<file path="config.mk">
export PLATFORM = sky130hd
export DESIGN_NAME = state_report_tx_flat
export DESIGN_NICKNAME = d
export VERILOG_FILES = /design/src/rtl/awg_ascii_pkg.sv /design/src/rtl/state_report_tx_if.sv /design/src/rtl/digit_to_ascii.sv /design/src/rtl/state_report_tx.sv /design/src/flat_wrapper.sv
export SDC_FILE = /design/constraint.sdc
export NUM_CORES = 1
export LEC_CHECK = 0
export CORE_MARGIN = 1.5
export CORE_UTILIZATION = 35
export DETAILED_ROUTE_END_ITERATION = 6
export PLACE_DENSITY = 0.64
export SLEW_MARGIN = 20
export SYNTH_ARGS = -nofsm -noshare
export SYNTH_HDL_FRONTEND = slang
export SYNTH_SLANG_ARGS = --single-unit
</file>
<file path="constraint.sdc">
create_clock -name clk -period 2.45 [get_ports clk]
set_input_delay 0.245 -clock clk [delete_from_list [all_inputs] [get_ports clk]]
set_output_delay 0.245 -clock clk [all_outputs]
set_load 0.05 [all_outputs]
</file>
<file path="src/rtl/awg_ascii_pkg.sv">
// awg_ascii_pkg: ASCII constants and FSM state encoding shared by the command parser and reporter
package awg_ascii_pkg;
   localparam logic [7:0] CHAR_F  = 8'h66;
   localparam logic [7:0] CHAR_0  = 8'h30;
   localparam logic [7:0] CHAR_Q  = 8'h3F;
   localparam logic [7:0] CHAR_CR = 8'h0D;
   localparam logic [7:0] CHAR_LF = 8'h0A;
   typedef enum logic [2:0] {
      ST_IDLE, ST_LOAD, ST_SEND, ST_WAIT_ACK, ST_WAIT_DONE, ST_FINISH
   } cmd_state_t;
endpackage

</file>
<file path="src/rtl/state_report_tx_if.sv">
// state_report_tx_if: byte-wide UART transmit handshake (start strobe, data, busy)
interface state_report_tx_if;
   logic [7:0] tx_data;
   logic       tx_start;
   logic       tx_busy;
   modport master (output tx_data, output tx_start, input tx_busy);
   modport slave (input tx_data, input tx_start, output tx_busy);
endinterface

</file>
<file path="src/rtl/digit_to_ascii.sv">
// digit_to_ascii: maps 1..9 to its ASCII digit and anything else to '?'
module digit_to_ascii
   import awg_ascii_pkg::*;
(
   input  logic [7:0] value,
   output logic [7:0] ascii
);
   // out-of-range values (including 0) are reported as '?' so the host sees them as invalid
   always_comb ascii = (value >= 8'd1 && value <= 8'd9) ? CHAR_0 + value : CHAR_Q;
endmodule

</file>
<file path="src/rtl/state_report_tx.sv">
// state_report_tx: snapshots waveform settings and sends them as an ASCII "f" + 4 digit report over UART
module state_report_tx
   import awg_ascii_pkg::*;
#(
   parameter bit EOL_EN      = 1'b1,
   parameter bit AUTO_REPORT = 1'b0,
   parameter int ACK_TIMEOUT = 16
) (
   input  logic                      clk,
   input  logic                      rst,
   input  logic                      report_req,
   input  logic [4:0]                state,
   input  logic [7:0]                state_freq,
   input  logic [7:0]                state_amp,
   input  logic [7:0]                state_phase,
   state_report_tx_if.master         tx,
   output logic                      busy,
   output logic                      done,
   output logic                      err
);
   localparam logic [2:0] LAST     = EOL_EN ? 3'd6 : 3'd4;
   localparam logic [7:0] ACK_LAST = 8'(ACK_TIMEOUT - 1);
   cmd_state_t fsm;
   logic [4:0] snap_state;
   logic [7:0] snap_freq, snap_amp, snap_phase;
   logic [7:0] asc_state, asc_freq, asc_amp, asc_phase, cur_byte;
   logic [2:0] idx;
   logic [7:0] cnt;
   logic       pending, start;

   digit_to_ascii u_state (.value({3'b000, snap_state}), .ascii(asc_state));
   digit_to_ascii u_freq  (.value(snap_freq),  .ascii(asc_freq));
   digit_to_ascii u_amp   (.value(snap_amp),   .ascii(asc_amp));
   digit_to_ascii u_phase (.value(snap_phase), .ascii(asc_phase));

   // frame byte selection from the snapshot and the start condition seen in IDLE
   always_comb begin
      cur_byte = idx == 3'd0 ? CHAR_F :
                 idx == 3'd1 ? asc_state :
                 idx == 3'd2 ? asc_freq :
                 idx == 3'd3 ? asc_amp :
                 idx == 3'd4 ? asc_phase :
                 idx == 3'd5 ? CHAR_CR : CHAR_LF;
      start = report_req | pending |
              (AUTO_REPORT & ({state, state_freq, state_amp, state_phase} !=
                              {snap_state, snap_freq, snap_amp, snap_phase}));
   end

   // report sequencer: load snapshot, then per byte start, wait for ack, wait for completion
   always_ff @(posedge clk) begin
      if (rst) begin
         fsm         <= ST_IDLE;
         tx.tx_data  <= 8'h00;
         tx.tx_start <= 1'b0;
         busy        <= 1'b0;
         done        <= 1'b0;
         err         <= 1'b0;
         pending     <= 1'b0;
         snap_state  <= 5'd3;
         snap_freq   <= 8'd1;
         snap_amp    <= 8'd1;
         snap_phase  <= 8'd1;
         idx         <= 3'd0;
         cnt         <= 8'd0;
      end else begin
         tx.tx_start <= 1'b0;
         done        <= 1'b0;
         if (fsm != ST_IDLE) pending <= pending | report_req;
         case (fsm)
            ST_IDLE: if (start) begin
               fsm     <= ST_LOAD;
               pending <= 1'b0;
               err     <= 1'b0;
               busy    <= 1'b1;
            end
            ST_LOAD: begin
               snap_state <= state;
               snap_freq  <= state_freq;
               snap_amp   <= state_amp;
               snap_phase <= state_phase;
               idx        <= 3'd0;
               fsm        <= ST_SEND;
            end
            ST_SEND: if (!tx.tx_busy) begin
               tx.tx_data  <= cur_byte;
               tx.tx_start <= 1'b1;
               cnt         <= 8'd0;
               fsm         <= ST_WAIT_ACK;
            end
            ST_WAIT_ACK: if (tx.tx_busy) fsm <= ST_WAIT_DONE;
               else if (cnt == ACK_LAST) begin
                  err  <= 1'b1;
                  busy <= 1'b0;
                  fsm  <= ST_IDLE;
               end else cnt <= cnt + 8'd1;
            ST_WAIT_DONE: if (!tx.tx_busy) begin
               if (idx == LAST) begin
                  fsm  <= ST_FINISH;
                  done <= 1'b1;
                  busy <= 1'b0;
               end else begin
                  idx <= idx + 3'd1;
                  fsm <= ST_SEND;
               end
            end
            ST_FINISH: fsm <= ST_IDLE;
            default:   fsm <= ST_IDLE;
         endcase
      end
   end
endmodule

</file>
<file path="src/flat_wrapper.sv">
// flat-port wrapper written by rule: the top's interface ports become plain ports
module state_report_tx_flat import awg_ascii_pkg::*;
#(
   parameter bit EOL_EN      = 1'b1,
   parameter bit AUTO_REPORT = 1'b0,
   parameter int ACK_TIMEOUT = 16
)
  (clk, rst, report_req, state, state_freq, state_amp, state_phase, busy, done, err, tx_tx_data, tx_tx_start, tx_tx_busy);
  state_report_tx_if tx_i ();
  input  logic clk;
  input  logic rst;
  input  logic report_req;
  input  logic [4:0] state;
  input  logic [7:0] state_freq;
  input  logic [7:0] state_amp;
  input  logic [7:0] state_phase;
  output logic busy;
  output logic done;
  output logic err;
  output wire logic [$bits(tx_i.tx_data)-1:0] tx_tx_data;
  output wire logic [$bits(tx_i.tx_start)-1:0] tx_tx_start;
  input wire logic [$bits(tx_i.tx_busy)-1:0] tx_tx_busy;
  assign tx_tx_data = tx_i.tx_data;
  assign tx_tx_start = tx_i.tx_start;
  assign tx_i.tx_busy = tx_tx_busy;
  state_report_tx #(.EOL_EN(EOL_EN), .AUTO_REPORT(AUTO_REPORT), .ACK_TIMEOUT(ACK_TIMEOUT)) u_core (.clk(clk), .rst(rst), .report_req(report_req), .state(state), .state_freq(state_freq), .state_amp(state_amp), .state_phase(state_phase), .tx(tx_i), .busy(busy), .done(done), .err(err));
endmodule
</file>
Yosys cells after proc, flatten, opt, wreduce, memory -nomap -nowiden
Index checks and enable logic that the tools add are counted.
{"block": "classes", "addsub": 6, "n_mul": 0, "n_div": 0, "n_lt_le_gt_ge": 8, "n_eq_ne": 20, "shift": 0, "n_mux": 39, "n_bitwise": 4, "n_reduce_logical": 19}
{"op": "$mux W8", "count": 11}
{"op": "$mux W3", "count": 9}
{"op": "$add A6 B8 Y8 const A", "count": 3}
{"op": "$ge A8 B1 Y1 const B", "count": 3}
{"op": "$le A8 B4 Y1 const B", "count": 3}
{"op": "$pmux W8 S2", "count": 1}
{"op": "$pmux W3 S5", "count": 1}
{"op": "$mux W1", "count": 13}
{"op": "$eq A3 B2 Y1 const B", "count": 4}
{"op": "$eq A3 B3 Y1 const B", "count": 4}
{"op": "$reduce_and A4 Y1", "count": 3}
{"op": "$ne A2 B2 Y1 const B", "count": 5}
{"op": "$add A8 B1 Y8 const B", "count": 1}
{"op": "$eq A8 B4 Y1 const B", "count": 1}
{"op": "$add A6 B5 Y7 const A", "count": 1}
{"op": "$mux W7", "count": 1}
{"op": "$eq A3 B1 Y1 const B", "count": 2}
{"op": "$logic_not A3 Y1", "count": 2}
{"op": "$ne A2 B1 Y1 const B", "count": 3}
{"op": "$pmux W3 S2", "count": 1}
{"op": "$reduce_and A6 Y1", "count": 1}
{"op": "$reduce_bool A2 Y1", "count": 3}
{"op": "$reduce_bool A3 Y1", "count": 2}
{"op": "$ge A5 B1 Y1 const B", "count": 1}
{"op": "12 further kinds", "count": 17}
{"block": "word_totals", "register_bits": 56, "latch_bits": 0, "ram_bits": 0, "mem_bits_ro": 0, "in_bits": 33, "out_inout_bits": 12, "n_memories": 0}

Longest topological paths before layout
Gate-level depths: netlist of run 1.
{"block": "logic_depth", "depth_word": 8, "ltp_mapped": 8, "depth_no_buf": 7}

Hierarchy
A second synthesis of run 1 with hierarchy kept.
{"block": "unflattened", "hier_cells": 414, "area_unflattened_um2": 3225.6}
{"mod": "state_report_tx", "instances": 1, "cells_per_inst": 334, "area_per_inst_um2": 2655.0, "seq_area_each_um2": 1121.1}
{"mod": "digit_to_ascii", "instances": 4, "cells_per_inst": 20, "area_per_inst_um2": 142.6, "seq_area_each_um2": 0.0}

Worst setup path before layout of run 1
No wires, ideal clock.
{"block": "synth_timing", "kind": "register -> register", "start": "register u_core.idx[2]", "end": "register u_core.tx.tx_data[3]", "arrival_ns": 1.715, "required_ns": 2.333, "path_slack_ns": 0.617, "stages_incl_launch_ff": 9, "path_buffers": 1, "period_less_slack_ns": 1.833, "path_cell_list": "dfxtp_1 -> clkbuf_1 -> inv_1 -> ha_1 -> nor2b_1 -> nand2_1 -> nor3_1 -> o22ai_1 -> a32o_1"}
{"block": "synth_via", "elab_chain_cells": 6, "elab_cells_between_ends": 10, "classes_between": "4 x eq/ne; 5 x mux; 1 x reduce/logical"}
{"element": "from (decl)", "line": "state_report_tx.sv:27", "source": "logic [2:0] idx;"}
{"element": "from (signal assigned)", "line": "state_report_tx.sv:102", "source": "idx <= idx + 3'd1;"}
{"element": "$eq A3 B3 Y1", "line": "state_report_tx.sv:42", "source": "idx == 3'd4 ? asc_phase :"}
{"element": "$mux W8", "line": "state_report_tx.sv:42"}
{"element": "$mux W8", "line": "state_report_tx.sv:41", "source": "idx == 3'd3 ? asc_amp :"}
{"element": "$mux W8", "line": "state_report_tx.sv:40", "source": "idx == 3'd2 ? asc_freq :"}
{"element": "$mux W8", "line": "state_report_tx.sv:39", "source": "idx == 3'd1 ? asc_state :"}
{"element": "$mux W8 *", "line": "state_report_tx.sv:38", "source": "cur_byte = idx == 3'd0 ? CHAR_F :"}
{"element": "to (signal assigned)", "line": "state_report_tx.sv:85", "source": "tx.tx_data <= cur_byte;"}
{"element": "to (decl)", "line": "state_report_tx_if.sv:6", "source": "modport master (output tx_data, output tx_start, input tx_busy);"}
Every way passes the cells marked *; elsewhere a longest branch is shown, timed or not.
A chain may end at the register's enable or synchronous reset.

Worst setup path after layout of run 1
{"block": "layout_timing", "start": "register u_core.fsm[2]", "end": "register u_core.idx[1]"}
{"block": "layout_via", "elab_chain_cells": 3, "elab_cells_between_ends": 7, "classes_between": "4 x eq/ne; 1 x mux; 2 x reduce/logical"}
{"element": "from (decl)", "line": "state_report_tx.sv:23", "source": "cmd_state_t fsm;"}
{"element": "from (signal assigned)", "line": "state_report_tx.sv:52", "source": "fsm <= ST_IDLE;"}
{"element": "from (signal assigned)", "line": "state_report_tx.sv:71", "source": "fsm <= ST_LOAD;"}
{"element": "from (signal assigned)", "line": "state_report_tx.sv:82", "source": "fsm <= ST_SEND;"}
{"element": "$eq A3 B3 Y1 or $eq A3 B1 Y1 (tied branches)", "line": "state_report_tx.sv:69", "source": "case (fsm)"}
{"element": "$ne A2 B2 Y1 (no source line) or $reduce_bool A2 Y1 (tied branches)"}
{"element": "$reduce_and A3 Y1 (no source line)"}
Parallel ways exist; a longest one is shown, timed or not.

==> flow_metrics.tcl, run 1 <==
set metrics [dict create \
    synth_top_cell_by_area "dfxtp_1" \
    yosysUniqueCellTypes 52 \
    cellLeakagePower_nw 1.23 \
    antenna_left 0 \
    drive_above_1_share_pct 6.33 \
    die_x_um 93.2 \
    hold_class "reg -> reg" \
    syn_area_per_cell_um2 7.74 \
    overflow 0 \
    fmax_mhz 499 \
    htreeDepth 2 \
    path_class "reg -> reg" \
    die_height_um 93.2 \
    grt_pass1_wl_um 11400 \
    ioPinCount 45 \
    slowest_delay_ns 0.66 \
    clk_latency_ns 0.32 \
    cts_resized 0 \
    path_clk_slew_ns 0.09 \
    root_buffer "clkbuf_8" \
    design.die.area_mm2 0.00869 \
    worst-path-max-fanout 16 \
    crit_path_frequent_cell "or3b_1" \
    skew_ns 0.00680 \
    synth_compound_area_share_pct 18.7 \
    min_period_over_period_pct 81.8 \
    synth-edff-count 0 \
    dp.cells 505 \
    required_ns 2.71 \
    cap_violations 0 \
    fillers 808 \
    holdWs_ns 0.460 \
    synth-adder-area-share_pct 3.95 \
    outcome "finished clean" \
    dp_hpwl_um 5070 \
    syn-instance-count 368 \
    port-buffer-count 44 \
    wl_per_cell_um 13.2 \
    cts_buffer_depth 2 \
    synth_top_family_by_area "simple AND/OR/NAND/NOR gates" \
    avgViaCountPerCell 5.27 \
    period_minus_slack_ns 2.00 \
    synth-seq-cells 56 \
    synth.most_common_cell "nand2_1" \
    cp-end-kind "register" \
    cts_made_buffers 5 \
    yosys_warnings 0 \
    hold_violations 0 \
    grt_max_degree 30 \
    grt_usage_pct 16.4 \
    arrival_ns 2.26 \
    drtIter0Drc 158 \
    async_flop_share_pct 0 \
    hold_depth 2 \
    start_util_pct 36.5 \
    startpoint_type "register" \
    syn_area_mm2 0.00285 \
    fin_total_pwr_mw 3.03 \
    ir_drop_mv 0.385 \
    p_per_area_mw_per_mm2 862 \
    grt_pass1_vias 2491 \
    rsz0062_at_grt "false" \
    slew_viol_final 0 \
    synthSimpleGateAreaFrac_pct 31.5 \
    rows 32 \
    dr_total_vias 2704 \
    routed_wl_um 6770 \
    setup_ws_ns 0.445 \
    place_ws_ns 0.419 \
    synth_area_leaders "dfxtp_1 (39%), nand2_1 (9.0%), a21oi_1 (6.7%)" \
    synthFlopType "dfxtp_1" \
    postCtsSetupBuffers 0 \
    synth.top_cell.area_share_pct 39.4 \
    yosysSeqAreaShare_pct 39.4 \
    r2r_cells 5 \
    path_cells "or3b_1 > nor2_8 > a21oi_2 > or3b_1 > a21oi_1" \
    fin_nets 452 \
    fin_setup_tns_ns 0 \
    worstMarginPinSlew_ns 0.727 \
    final_cells 513 \
    cts_hold_buf 0 \
    ys_top_cells_by_count "nand2_1 (68), dfxtp_1 (56), a21oi_1 (38), nor2_1 (38), nor3_1 (21)" \
    cts_sinks 56 \
    dr.pass1.iters 4 \
    area_growth_pct 23.5 \
    drc 0 \
    core_mm2 0.00781 \
    grt_antenna_before_repair 0 \
    synthXorXnorAreaFrac_pct 2.15 \
    synthMuxAreaShare_pct 0 \
    synth_fp_nets 410 \
    num_antenna_cells 0 \
    cts_tree "done" \
    place_congestion 0.873 \
    critPathSlowestCell "dfxtp_1" \
    setup_viol 0 \
    slew_headroom_pct 51.5 \
]
[layout by cell type (no fill, tap or decap), types with 3 or more instances in the layout]
cell	Yosys	routed
a2111oi_0	4	4
a211oi_1	5	5
a21oi_1	38	38
a31oi_1	6	6
and2_1	3	3
and3_1	4	4
buf_4	0	9
clkbuf_8	0	6
clkdlybuf4s50_1	0	44
dfxtp_1	56	56
ha_1	9	9
inv_1	10	10
nand2_1	68	68
nand2b_1	7	7
nand3_1	9	9
nand3b_1	6	6
nand4_1	3	3
nor2_1	38	37
nor2b_1	4	4
nor3_1	21	21
nor4_1	6	6
o21ai_0	4	4
o21ai_1	4	4
o31ai_1	3	3
xnor2_1	3	3
xor2_1	4	4
[registers in the layout, summed over array words and instances (netlist names)]
register and cells:
u_core.cnt 8, u_core.snap_amp 8, u_core.snap_freq 8, u_core.snap_phase 8, u_core.tx.tx_data 8, u_core.snap_state 5, u_core.fsm 3, u_core.idx 3
u_core.busy 1, u_core.done 1, u_core.err 1, u_core.pending 1, u_core.tx.tx_start 1
[kinds of logic (layout without fill, tap and decap cells)]
kind of cell,after synthesis,after routing
and+or+nand+nor,183,183
adders and majority gates,9,9
DFF,56,56
xor gates and xnor gates,7,7
buffers and inverters,30,73
AOI/OAI and AO/OA,83,83
[worst max-delay path, delay by kind of cell (launching register included)]
family | cells | cell delay (ns)
and+or+nand+nor | 3 | 1.07
DFF | 1 | 0.66
AOI/OAI and AO/OA | 2 | 0.21
[per-stage QoR]
step / util (%) / area [um2]
2_1_floorplan: - / 2850
3_3_place_gp: 43.8 / 3420
3_5_place_dp: 43.8 / 3420
4_1_cts: 45.0 / 3520
5_1_grt: 45.0 / 3520
6_report: 45.0 / 3520
[where the power goes]
| part | internal [mW] | switching (mW) | leakage, nW |
|---|---|---|---|
| Sequential | 1.08 | 0.212 | 0.455 |
| Clock | 0.226 | 0.297 | 0.0510 |
| Combinational | 0.501 | 0.718 | 0.724 |
| Total | 1.80 | 1.23 | 1.23 |
[area by class of cell]
cell class	instances	area [um2]	area share (%)
sequential	56	1120	31.9
clock inverter	2	10.0	0.285
inverter	11	41.3	1.17
timing repair buffer	54	528	15.0
tap	102	128	3.63
multi-input combinational	282	1610	45.7
clock buffer	6	82.6	2.35
[path summary, 6_finish.rpt]
kind / startpoint / endpoint / slack [ns]
worst min register to register: u_core.snap_phase[5] / u_core.snap_phase[5] / 0.46
worst max register to register: u_core.fsm[2] / u_core.idx[1] / 0.45
worst min-delay path: u_core.snap_phase[5] / u_core.snap_phase[5] / 0.46
worst max-delay path: u_core.fsm[2] / u_core.idx[1] / 0.45
[layer usage]
metal | GRT usage (%) | wire (um)
met5 | 0 | 0
met4 | 7.20 | 181
met3 | 3.09 | 321
met2 | 26.8 | 3140
met1 | 21.0 | 3120
Note: power is estimated with default switching activity, not from simulation.
==> inputs of run 2 (changes only) <==
==> constraint.sdc (replaced) <==
create_clock -name clk -period 2.1 [get_ports clk]
set_input_delay 0.21 -clock clk [delete_from_list [all_inputs] [get_ports clk]]
set_output_delay 0.21 -clock clk [all_outputs]
set_load 0.05 [all_outputs]
==> run 2 against run 1 <==
Against the previous run: sequential cell count did not move; via count increased by 1.4%; clock power up 7.8%; worst hold slack worse by 0.027 ns; critical path type unchanged; critical path depth increased by 2.
==> flow_metrics.tcl, run 2 (synthesis results as in run 1) <==
set metrics [dict create \
    outcome "finished clean" \
    clkPwrFrac_pct 15.9 \
    rows 32 \
    grt_pass1_wl_um 12000 \
    drtIter0Drc 236 \
    holdPathEnd "u_core.snap_state[3]" \
    ir_drop_mv 0.463 \
    dr_total_vias 2741 \
    core_mm2 0.00781 \
    path_clk_slew_ns 0.10 \
    intPower_mw 2.11 \
    routed_wl_um 7020 \
    rrSetupSlack_ns 0.12 \
    r2r_cells 7 \
    grt_usage_pct 17.2 \
    rsz0062_at_grt "false" \
    fin_total_pwr_mw 3.55 \
    clk_latency_ns 0.31 \
    drive_above_1_share_pct 7.89 \
    critPathSlowestCell "nor3b_1" \
    worst-path-max-fanout 6 \
    port-buffer-count 44 \
    dr.pass1.iters 4 \
    slowest_delay_ns 0.63 \
    worstHoldStart "state[3]" \
    cts_sinks 56 \
    reg2reg_to "u_core.tx.tx_data[3]" \
    wl_per_cell_um 13.5 \
    combPwrFrac_pct 42.6 \
    hold_class "in -> reg" \
    skew_ns 0.00799 \
    num_antenna_cells 0 \
    grt_antenna_before_repair 0 \
    cp-end-kind "register" \
    design.die.area_mm2 0.00869 \
    switching_share_pct 40.6 \
    grt_max_degree 38 \
    fin_nets 460 \
    slew_headroom_pct 49.4 \
    cts_made_buffers 5 \
    fmax_mhz 505 \
    avgViaCountPerCell 5.27 \
    p_per_area_mw_per_mm2 995 \
    final_cell_mix "nand2_1 (68), dfxtp_1 (56), clkdlybuf4s50_1 (44)" \
    die_x_um 93.2 \
    fin_setup_tns_ns 0 \
    overflow 0 \
    hold_violations 0 \
    area_growth_pct 25.2 \
    arrival_ns 2.19 \
    p_sw_mw 1.44 \
    crit_buf_inv 1 \
    cap_violations 0 \
    worstMarginPinSlew_ns 0.758 \
    ioPinCount 45 \
    htreeDepth 2 \
    cts_hold_buf 0 \
    required_ns 2.31 \
    drc 0 \
    start_util_pct 36.5 \
    min_period_over_period_pct 94.2 \
    holdWs_ns 0.432 \
    path_class "reg -> reg" \
    path_cells "inv_1 > ha_1 > nor3b_1 > o211ai_1 > nor2_1 > o22ai_1 > a32o_1" \
    root_buffer "clkbuf_8" \
    antenna_left 0 \
    seqPwrFrac_pct 41.5 \
    place_ws_ns 0.160 \
    cts_buffer_depth 2 \
    place_congestion 0.977 \
    final_common_cell "nand2_1" \
    period_minus_slack_ns 1.98 \
    fillers 804 \
    slew_viol_final 0 \
    cellLeakagePower_nw 1.26 \
    cts_tree "done" \
    setup_ws_ns 0.121 \
    cp_top_family "simple AND/OR/NAND/NOR gates" \
    timing.rr.start "u_core.snap_amp[4]" \
    grt_pass1_vias 2589 \
    hold_depth 3 \
    startpoint_type "register" \
    setup_viol 0 \
    dp_hpwl_um 5230 \
    die_height_um 93.2 \
]
run 2: power groups by stage:
stage                     clock, mW  combinational [mW]  sequential (mW)
after floorplan                   0                1.01             1.51
after global placement            0                1.49             1.48
after detailed placement          0                1.52             1.49
after CTS                     0.586                1.52             1.47
after global routing          0.628                1.69             1.51
final                         0.564                1.51             1.47
run 2: timing repair:
action / in CTS / in global routing
resized for setup: 0 / 2
endpoints found under the setup margin: 0 / 2
setup buffers: 0 / 0
run 2: area by class of cell:
cell class,instances,area [um2],area share [%]
clock buffers,6,72.6,2.04
clock inverters,1,5.00,0.140
inverters,11,41.3,1.16
multi-input cells,282,1610,45.1
flip-flops and latches,56,1120,31.4
well taps,102,128,3.58
repair buffers,62,588,16.5
run 2: routing by layer:
| metal | vias up | track usage (%) | part of all wire [%] | wire [um] |
|---|---|---|---|---|
| met5 | - | 0 | 0 | 0 |
| met4 | 0 | 6.06 | 1.5 | 102 |
| met3 | 10 | 3.74 | 6.5 | 456 |
| met2 | 80 | 29.4 | 48 | 3400 |
| met1 | 1252 | 21.2 | 44 | 3060 |
| li1 | 1399 | - | - | - |
run 2: worst max-delay path by stage:
stage	from	endpoint	slack, ns	depth (start not counted)
after global routing	u_core.idx[0]	u_core.tx.tx_data[0]	0.004	7
after floorplan	u_core.idx[2]	u_core.tx.tx_data[3]	0.27	8
after CTS	u_core.idx[0]	u_core.tx.tx_data[0]	0.16	7
final	u_core.snap_amp[4]	u_core.tx.tx_data[3]	0.12	7
after detailed placement	tx_tx_busy	u_core.tx.tx_data[0]	0.16	6
after global placement	tx_tx_busy	u_core.tx.tx_data[0]	0.19	6
run 2: through the flow:
step	instances	instance area, um2	utilization, %
2_1_floorplan	368	2850	-
3_3_place_gp	513	3480	44.6
3_5_place_dp	513	3480	44.6
4_1_cts	520	3560	45.6
5_1_grt	520	3560	45.7
6_report	520	3560	45.7
run 2: worst reg2reg max path: cells and delay by family (launching register included):
kind / cells / cell delay, ns
simple gates: 2 / 0.79
buf+inv: 1 / 0.06
compound gates: 3 / 0.55
flops: 1 / 0.35
fa+ha+maj: 1 / 0.13
==> inputs of run 3 (changes only) <==
--- a/config.mk
+++ b/config.mk
@@ -8,7 +8,8 @@
 export CORE_MARGIN = 1.5
 export CORE_UTILIZATION = 35
 export DETAILED_ROUTE_END_ITERATION = 6
-export PLACE_DENSITY = 0.64
+export GPL_ROUTABILITY_DRIVEN = 0
+export PLACE_DENSITY = 0.53
 export SLEW_MARGIN = 20
 export SYNTH_ARGS = -nofsm -noshare
 export SYNTH_HDL_FRONTEND = slang
==> run 3 against run 2 <==
Against the previous run: clock-buffer cell count grew 2; via count shrank 2.3%; sequential cell count is the same; largest cell class unchanged; register-to-register slack gained 0.07 ns; sequential power is essentially flat; sequential share of layout area shrank 0.14 points; design area grew 0.46%.
==> flow_metrics.tcl, run 3 (synthesis results as in run 1) <==
set metrics [dict create \
    setup_ws_ns 0.187 \
    multiInputGateArea_mm2 0.00161 \
    slowest_delay_ns 0.59 \
    design.die.area_mm2 0.00869 \
    rows 32 \
    setup_viol 0 \
    rsz0062_at_grt "false" \
    p_per_area_mw_per_mm2 1010 \
    hold_violations 0 \
    clkPwrFrac_pct 17.0 \
    r2r_cells 7 \
    timing.rr.start "u_core.idx[0]" \
    holdPathEnd "u_core.snap_amp[3]" \
    path_cells "inv_1 > ha_2 > nand2b_1 > or4b_1 > o221a_1 > o21ai_1 > nand3_1" \
    slew_viol_final 0 \
    slew_headroom_pct 66.0 \
    place_ws_ns 0.0902 \
    ff_latch_area_mm2 0.00112 \
    worstHoldStart "state_amp[3]" \
    ioPinCount 45 \
    final_cell_mix "nand2_1 (68), dfxtp_1 (56), clkdlybuf4s50_1 (44)" \
    period_minus_slack_ns 1.91 \
    grt_usage_pct 17.6 \
    combPwrFrac_pct 42.3 \
    min_period_over_period_pct 91.1 \
    fin_setup_tns_ns 0 \
    cts_sinks 56 \
    worstMarginPinSlew_ns 0.508 \
    die_height_um 93.2 \
    postCtsSetupBuffers 0 \
    required_ns 2.30 \
    cts_buffer_depth 2 \
    core_mm2 0.00781 \
    dp_hpwl_um 5490 \
    path_clk_slew_ns 0.10 \
    hold_class "in -> reg" \
    area_growth_pct 25.7 \
    cp_top_family "simple AND/OR/NAND/NOR gates" \
    path_class "reg -> reg" \
    p_sw_mw 1.45 \
    routed_wl_um 7340 \
    fmax_mhz 523 \
    root_buffer "clkbuf_8" \
    grt_max_degree 31 \
    cts_made_buffers 5 \
    die_x_um 93.2 \
    avgViaCountPerCell 5.12 \
    antenna_left 0 \
    grt_pass1_wl_um 12300 \
    worst-path-max-fanout 6 \
    final_common_cell "nand2_1" \
    arrival_ns 2.11 \
    port-buffer-count 44 \
    seqPwrFrac_pct 40.7 \
    fin_nets 462 \
    grt_pass1_vias 2556 \
    drtIter0Drc 109 \
    overflow 0 \
    start_util_pct 36.5 \
    reg2reg_to "u_core.tx.tx_data[0]" \
    num_antenna_cells 0 \
    cp-end-kind "register" \
    drc 0 \
    grt_antenna_before_repair 0 \
    clk_latency_ns 0.31 \
    cts_tree "done" \
    dr_total_vias 2678 \
    htreeDepth 2 \
    drive_above_1_share_pct 8.55 \
    fin_total_pwr_mw 3.61 \
    critPathSlowestCell "or4b_1" \
    ir_drop_mv 0.533 \
    rrSetupSlack_ns 0.19 \
    wl_per_cell_um 14.0 \
    intPower_mw 2.16 \
    dr.pass1.iters 4 \
    crit_buf_inv 1 \
    switching_share_pct 40.1 \
    cap_violations 0 \
    fillers 807 \
    startpoint_type "register" \
    outcome "finished clean" \
    hold_depth 3 \
    cellLeakagePower_nw 1.26 \
    skew_ns 0.00902 \
]
[run 3: layout make-up]
type                    instances  share of cell area, %
clock buffers                   8                   2.52
inverters                      11                   1.15
multi-input cells             282                   45.0
flip-flops and latches         56                   31.3
well taps                     102                   3.56
repair buffers                 64                   16.5
[run 3: power by group through the flow]
stage | Sequential [mW] | Clock, mW | Combinational [mW]
after floorplan | 1.51 | 0 | 1.01
after global placement | 1.49 | 0 | 1.53
after detailed placement | 1.49 | 0 | 1.53
after CTS | 1.47 | 0.636 | 1.54
after global routing | 1.51 | 0.684 | 1.70
final | 1.47 | 0.613 | 1.52
[run 3: worst max-delay path by stage]
| stage | start | to | slack (ns) | cells past startpoint |
|---|---|---|---|---|
| after floorplan | u_core.idx[2] | u_core.tx.tx_data[3] | 0.27 | 8 |
| after global placement | tx_tx_busy | u_core.tx.tx_data[0] | 0.19 | 6 |
| after detailed placement | tx_tx_busy | u_core.tx.tx_data[0] | 0.09 | 6 |
| after CTS | u_core.idx[0] | u_core.tx.tx_data[0] | 0.15 | 7 |
| after global routing | u_core.idx[1] | u_core.tx.tx_data[1] | 0.05 | 7 |
| final | u_core.idx[0] | u_core.tx.tx_data[0] | 0.19 | 7 |
[run 3: repair_timing]
item	4_1_cts	5_1_grt
gates resized for setup	0	2
endpoints found under the setup margin	0	2
hold buffers	0	0
[run 3: per-stage QoR]
| step | hold WS (ns) | instance area, um2 | std cells | util, % |
|---|---|---|---|---|
| 3_5_place_dp | 0.447 | 3490 | 515 | 44.6 |
| 2_1_floorplan | 0.334 | 2850 | 368 | - |
| 6_report | 0.437 | 3580 | 523 | 45.9 |
| 5_1_grt | 0.431 | 3580 | 523 | 45.9 |
| 4_1_cts | 0.437 | 3580 | 523 | 45.8 |
| 3_3_place_gp | 0.444 | 3490 | 515 | 44.6 |
[run 3: worst register-to-register path: cells and delay by family, from the launching register on]
kind	cells	cell delay [ns]
and+or+nand+nor	3	0.75
buffers and inverters	1	0.12
adders and majority gates	1	0.25
DFF	1	0.35
AOI/OAI and AO/OA	2	0.35
[run 3: layer usage]
| metal | up-vias | wire length (um) | GRT usage, % |
|---|---|---|---|
| li1 | 1406 | - | - |
| met1 | 1218 | 3470 | 23.1 |
| met2 | 45 | 3510 | 29.5 |
| met3 | 9 | 267 | 3.90 |
| met4 | 0 | 95 | 4.04 |
| met5 | - | 0 | 0 |
==> patch 1: new RTL, config.mk and constraints of run 1 <==
Make the reset (`rst`) asynchronous in one clocked block.
--- a/src/rtl/state_report_tx.sv
+++ b/src/rtl/state_report_tx.sv
@@ -49,3 +49,3 @@
    // report sequencer: load snapshot, then per byte start, wait for ack, wait for completion
-   always_ff @(posedge clk) begin
+   always_ff @(posedge clk or posedge rst) begin
       if (rst) begin
Formal check against the unedited RTL: differs if rst is asserted again (counterexample within 4 cycles, from zero or initial values and one cycle with rst high); with rst held inactive, the same outputs for 10 cycles.
==> patch 1 against run 1 <==
  * Clock power is 14% higher
  * Area after synthesis is 0.35% higher
  * Worst setup slack better by 46 ps
  * Global-route usage is 0.47 points lower
  * Combinational power is 16% higher
  * Design area is 0.39% higher
  * First-iteration DRC count is 21% higher
  * Total power is 21% higher
  * Via count is 12% lower
  * Non-clock buffer count is 6 lower
  * Routed wire length is 8.6% lower
  * Sequential cell count stayed put
  * Largest power group unchanged
==> patch 1: results (changes against run 1) <==
[worst_setup_path]
cpPeakStageDelay_ps=460  ; -200 ps
arrival_ps=2140  ; -120 ps
slowest_stage=nor3b_1
cp_max_fo=4  ; -12

[place]
detailed_place_hpwl_um=4580  ; -9.6%
port_buffers=44  ; unchanged
place_area_um2=3420  ; about the same
post-place-ws_ps=375  ; -43.5 ps
dp.cells=460  ; -8.9%
gp_congestion=0.927  ; +6.2%

[routing]
wl_per_cell_um=13.2  ; +0.20%
vias=2367  ; -12%
initialDrtViolationCount=191  ; +21%

[pwr]
total_power_mw=3.66  ; +21%
power.switching_mw=1.50  ; +22%
p_clk_share_pct=16.3  ; -1.0 points
power.leakage_nw=1.58  ; +28%
pg_seq_mw=1.64  ; +27%
vdd_drop_max_mv=0.407  ; +5.6%

[global_routing]
grt_pass1_wl_um=11100  ; -2.7%
grt_max_degree=36  ; +20%
grtUsageTotal_pct=15.9  ; -0.47 points

[clock_network]
post_cts_buffers=0  ; unchanged
htree_num_levels=2  ; unchanged
clock_latency_ps=300  ; -20 ps
cts_buffer_depth=2  ; unchanged

[cells_and_area]
fin_cells=468  ; -8.8%
utilization_pct=45.2  ; +0.18 points
n_fill_cell=769  ; -4.8%
antenna_cells=0  ; unchanged
drive_above_1_share_pct=7.38  ; +1.1 points
nets=407  ; -10%

[yosys]
synthTopCellsByArea=dfrtp_1 (45%), nand2_1 (11%), dfstp_2 (4.6%)
synth-async-reset-ratio_pct=100  ; +100 points
synth_commonest_cells=nand2_1 (85), dfrtp_1 (51), nor2_1 (22)
synth_adder_area_share_pct=3.94  ; -0.014 points
synth.mux.area_fraction_pct=0  ; unchanged
yosys_warnings=0  ; unchanged
synth_cells=322  ; -13%
synth-seq-area-share_pct=49.3  ; +9.9 points
synth_cell_types=54  ; +3.8%
synth-xor-area-share_pct=2.45  ; +0.30 points
synth_fp_nets=364  ; -11%
synth_compound_area_share_pct=12.4  ; -6.3 points

[sta]
clock_skew_ps=6.10  ; -0.703 ps
relSlewSlack_pct=43.0  ; -8.4 points

[hold_path]
hold_path.class=in2async

[run_status]
status=finished, final reports clean

==> patch 1: path summary, 6_finish.rpt <==
check,end,from,depth (start not counted),slack [ps]
hold reg to reg,u_core.snap_freq[7],u_core.snap_freq[7],2,490
setup reg to reg,u_core.tx.tx_data[2],u_core.snap_phase[4],7,490
min in group clk,u_core.snap_amp[0],state_amp[0],3,420
hold / removal,u_core.tx.tx_data[7],rst,2,310
max in group asynchronous,u_core.snap_freq[0],rst,3,1500
setup / recovery,u_core.tx.tx_data[2],u_core.snap_phase[4],7,490
==> patch 1: final cells by class <==
type | instances | area share [%]
clock inverter | 2 | 0.993
clock buffer | 6 | 2.06
multi-input combinational | 238 | 38.1
inverter | 16 | 1.70
sequential | 56 | 39.9
tap | 102 | 3.62
timing repair buffer | 48 | 13.7
==> patch 1: per-layer routing <==
metal,wire length [µm],track usage [%]
met5,0,0
met4,89,4.55
met3,295,2.44
met2,2740,25.7
met1,3060,22.1
==> patch 2: new RTL, config.mk and constraints of run 1 <==
Without the edit above. `AUTO_REPORT` is set to 1'b0 in 2 places; all go to 1'b1.
--- a/src/rtl/state_report_tx.sv
+++ b/src/rtl/state_report_tx.sv
@@ -5,3 +5,3 @@
    parameter bit EOL_EN      = 1'b1,
-   parameter bit AUTO_REPORT = 1'b0,
+   parameter bit AUTO_REPORT = 1'b1,
    parameter int ACK_TIMEOUT = 16
--- a/src/flat_wrapper.sv
+++ b/src/flat_wrapper.sv
@@ -4,3 +4,3 @@
    parameter bit EOL_EN      = 1'b1,
-   parameter bit AUTO_REPORT = 1'b0,
+   parameter bit AUTO_REPORT = 1'b1,
    parameter int ACK_TIMEOUT = 16
Behaviour: not the same (a bounded check fails within 4 cycles, from zero or initial values and one cycle with rst high).
==> patch 2 against run 1 <==
  * The run now ends with DRC left
  * Area after synthesis is 13% higher
  * Non-clock buffer count down 3
  * Sequential share of layout area is 2.6 points lower
  * Count of clock-buffer cells in the layout unchanged
  * Routed wire length rose by 18%
  * Cell count is 6.2% higher
  * Worst setup slack got worse by 180 ps
  * Design area increased by 8.9%
  * Sequential cell count unchanged
  * Total power shrank 14%
  * Critical path type unchanged
  * Largest power group unchanged
  * Highest routed layer unchanged
==> patch 2: results (changes against run 1) <==
[global_routing]
grtUsageTotal_pct=17.1  ; +0.76 points
grt_pass1_vias=2799  ; +12%

[yosys]
synthTopCellsByArea=dfxtp_1 (35%), xnor2_1 (9.0%), nand2_1 (8.3%)
synth_compound_area_share_pct=15.4  ; -3.3 points
synth_adder_area_share_pct=3.51  ; -0.44 points
synth-xor-area-share_pct=10.1  ; +8.0 points
synth-seq-area-share_pct=35.0  ; -4.4 points
synth_cell_types=61  ; +17%
synth_commonest_cells=nand2_1 (71), dfxtp_1 (56), a21oi_1 (38)
synth_fp_nets=441  ; +7.6%

[sta]
relSlewSlack_pct=62.0  ; +11 points
clock_skew_ps=4.59  ; -2.21 ps

[hold_path]
hold_path.class=in2reg

[pwr]
power.leakage_nw=1.35  ; +9.3%
vdd_drop_max_mv=0.330  ; -14%

[place]
dp.cells=537  ; +6.3%
place_area_um2=3720  ; +8.7%
post-place-ws_ps=327  ; -91.6 ps

[worst_setup_path]
cpPeakStageDelay_ps=550  ; -110 ps
slowest_stage=or4b_1
cp_max_fo=10  ; -6

[cells_and_area]
drive_above_1_share_pct=6.64  ; +0.31 points
nets=478  ; +5.8%

[run_status]
status=finished, violations left
violations=DRC

[routing]
initialDrtViolationCount=88  ; -44%
vias=2857  ; +5.7%
drc=2  ; +2
routed_via_density=5.24  ; -0.55%

## patch 2: cell count changes after synthesis, moves of 5 or more
cell | before | now
nand3_1 | 9 | 4
nand4_1 | 3 | 12
nor2_1 | 38 | 27
nor3_1 | 21 | 8
o21ai_0 | 4 | 9
xnor2_1 | 3 | 33
## patch 2: power breakdown
part	leakage, nW	switching [mW]	internal [mW]
Combinational	0.834	0.447	0.373
Sequential	0.457	0.166	1.02
Clock	0.0552	0.304	0.304
## patch 2: cells by family (layout without fill, tap and decap cells)
kind of cell               Yosys count  after routing
adders and majority gates            9              9
and+or+nand+nor                    181            181
xor gates and xnor gates            37             37
muxes                                3              3
AOI/OAI and AO/OA                   79             79
buffers and inverters               34             72
DFF                                 56             56
## patch 2: path summary, 6_finish.rpt
path	to	slack, ps	startpoint	depth (start not counted)
worst max-delay path	u_core.tx.tx_data[3]	260	u_core.idx[2]	7
worst min-delay path	u_core.cnt[0]	390	rst	2
worst max register to register	u_core.tx.tx_data[3]	260	u_core.idx[2]	7
worst min register to register	u_core.tx.tx_data[7]	480	u_core.tx.tx_data[7]	1
## patch 2: routing by layer
layer / global-route usage (%) / vias to the layer above / part of all wire [%]
li1: - / 1467 / -
met1: 22.4 / 1327 / 47
met2: 29.7 / 55 / 48
met3: 2.91 / 8 / 4.4
met4: 3.85 / 0 / 1.2
met5: 0 / - / 0
## patch 2: final cells by class
| type | count | area [µm²] |
|---|---|---|
| repair buffers | 51 | 488 |
| multi-input cells | 309 | 1930 |
| flip-flops and latches | 56 | 1120 |
| fillers | 911 | 4980 |
| well taps | 108 | 135 |
| inverters | 13 | 48.8 |
| clock inverters | 2 | 35.0 |
| clock buffers | 6 | 72.6 |
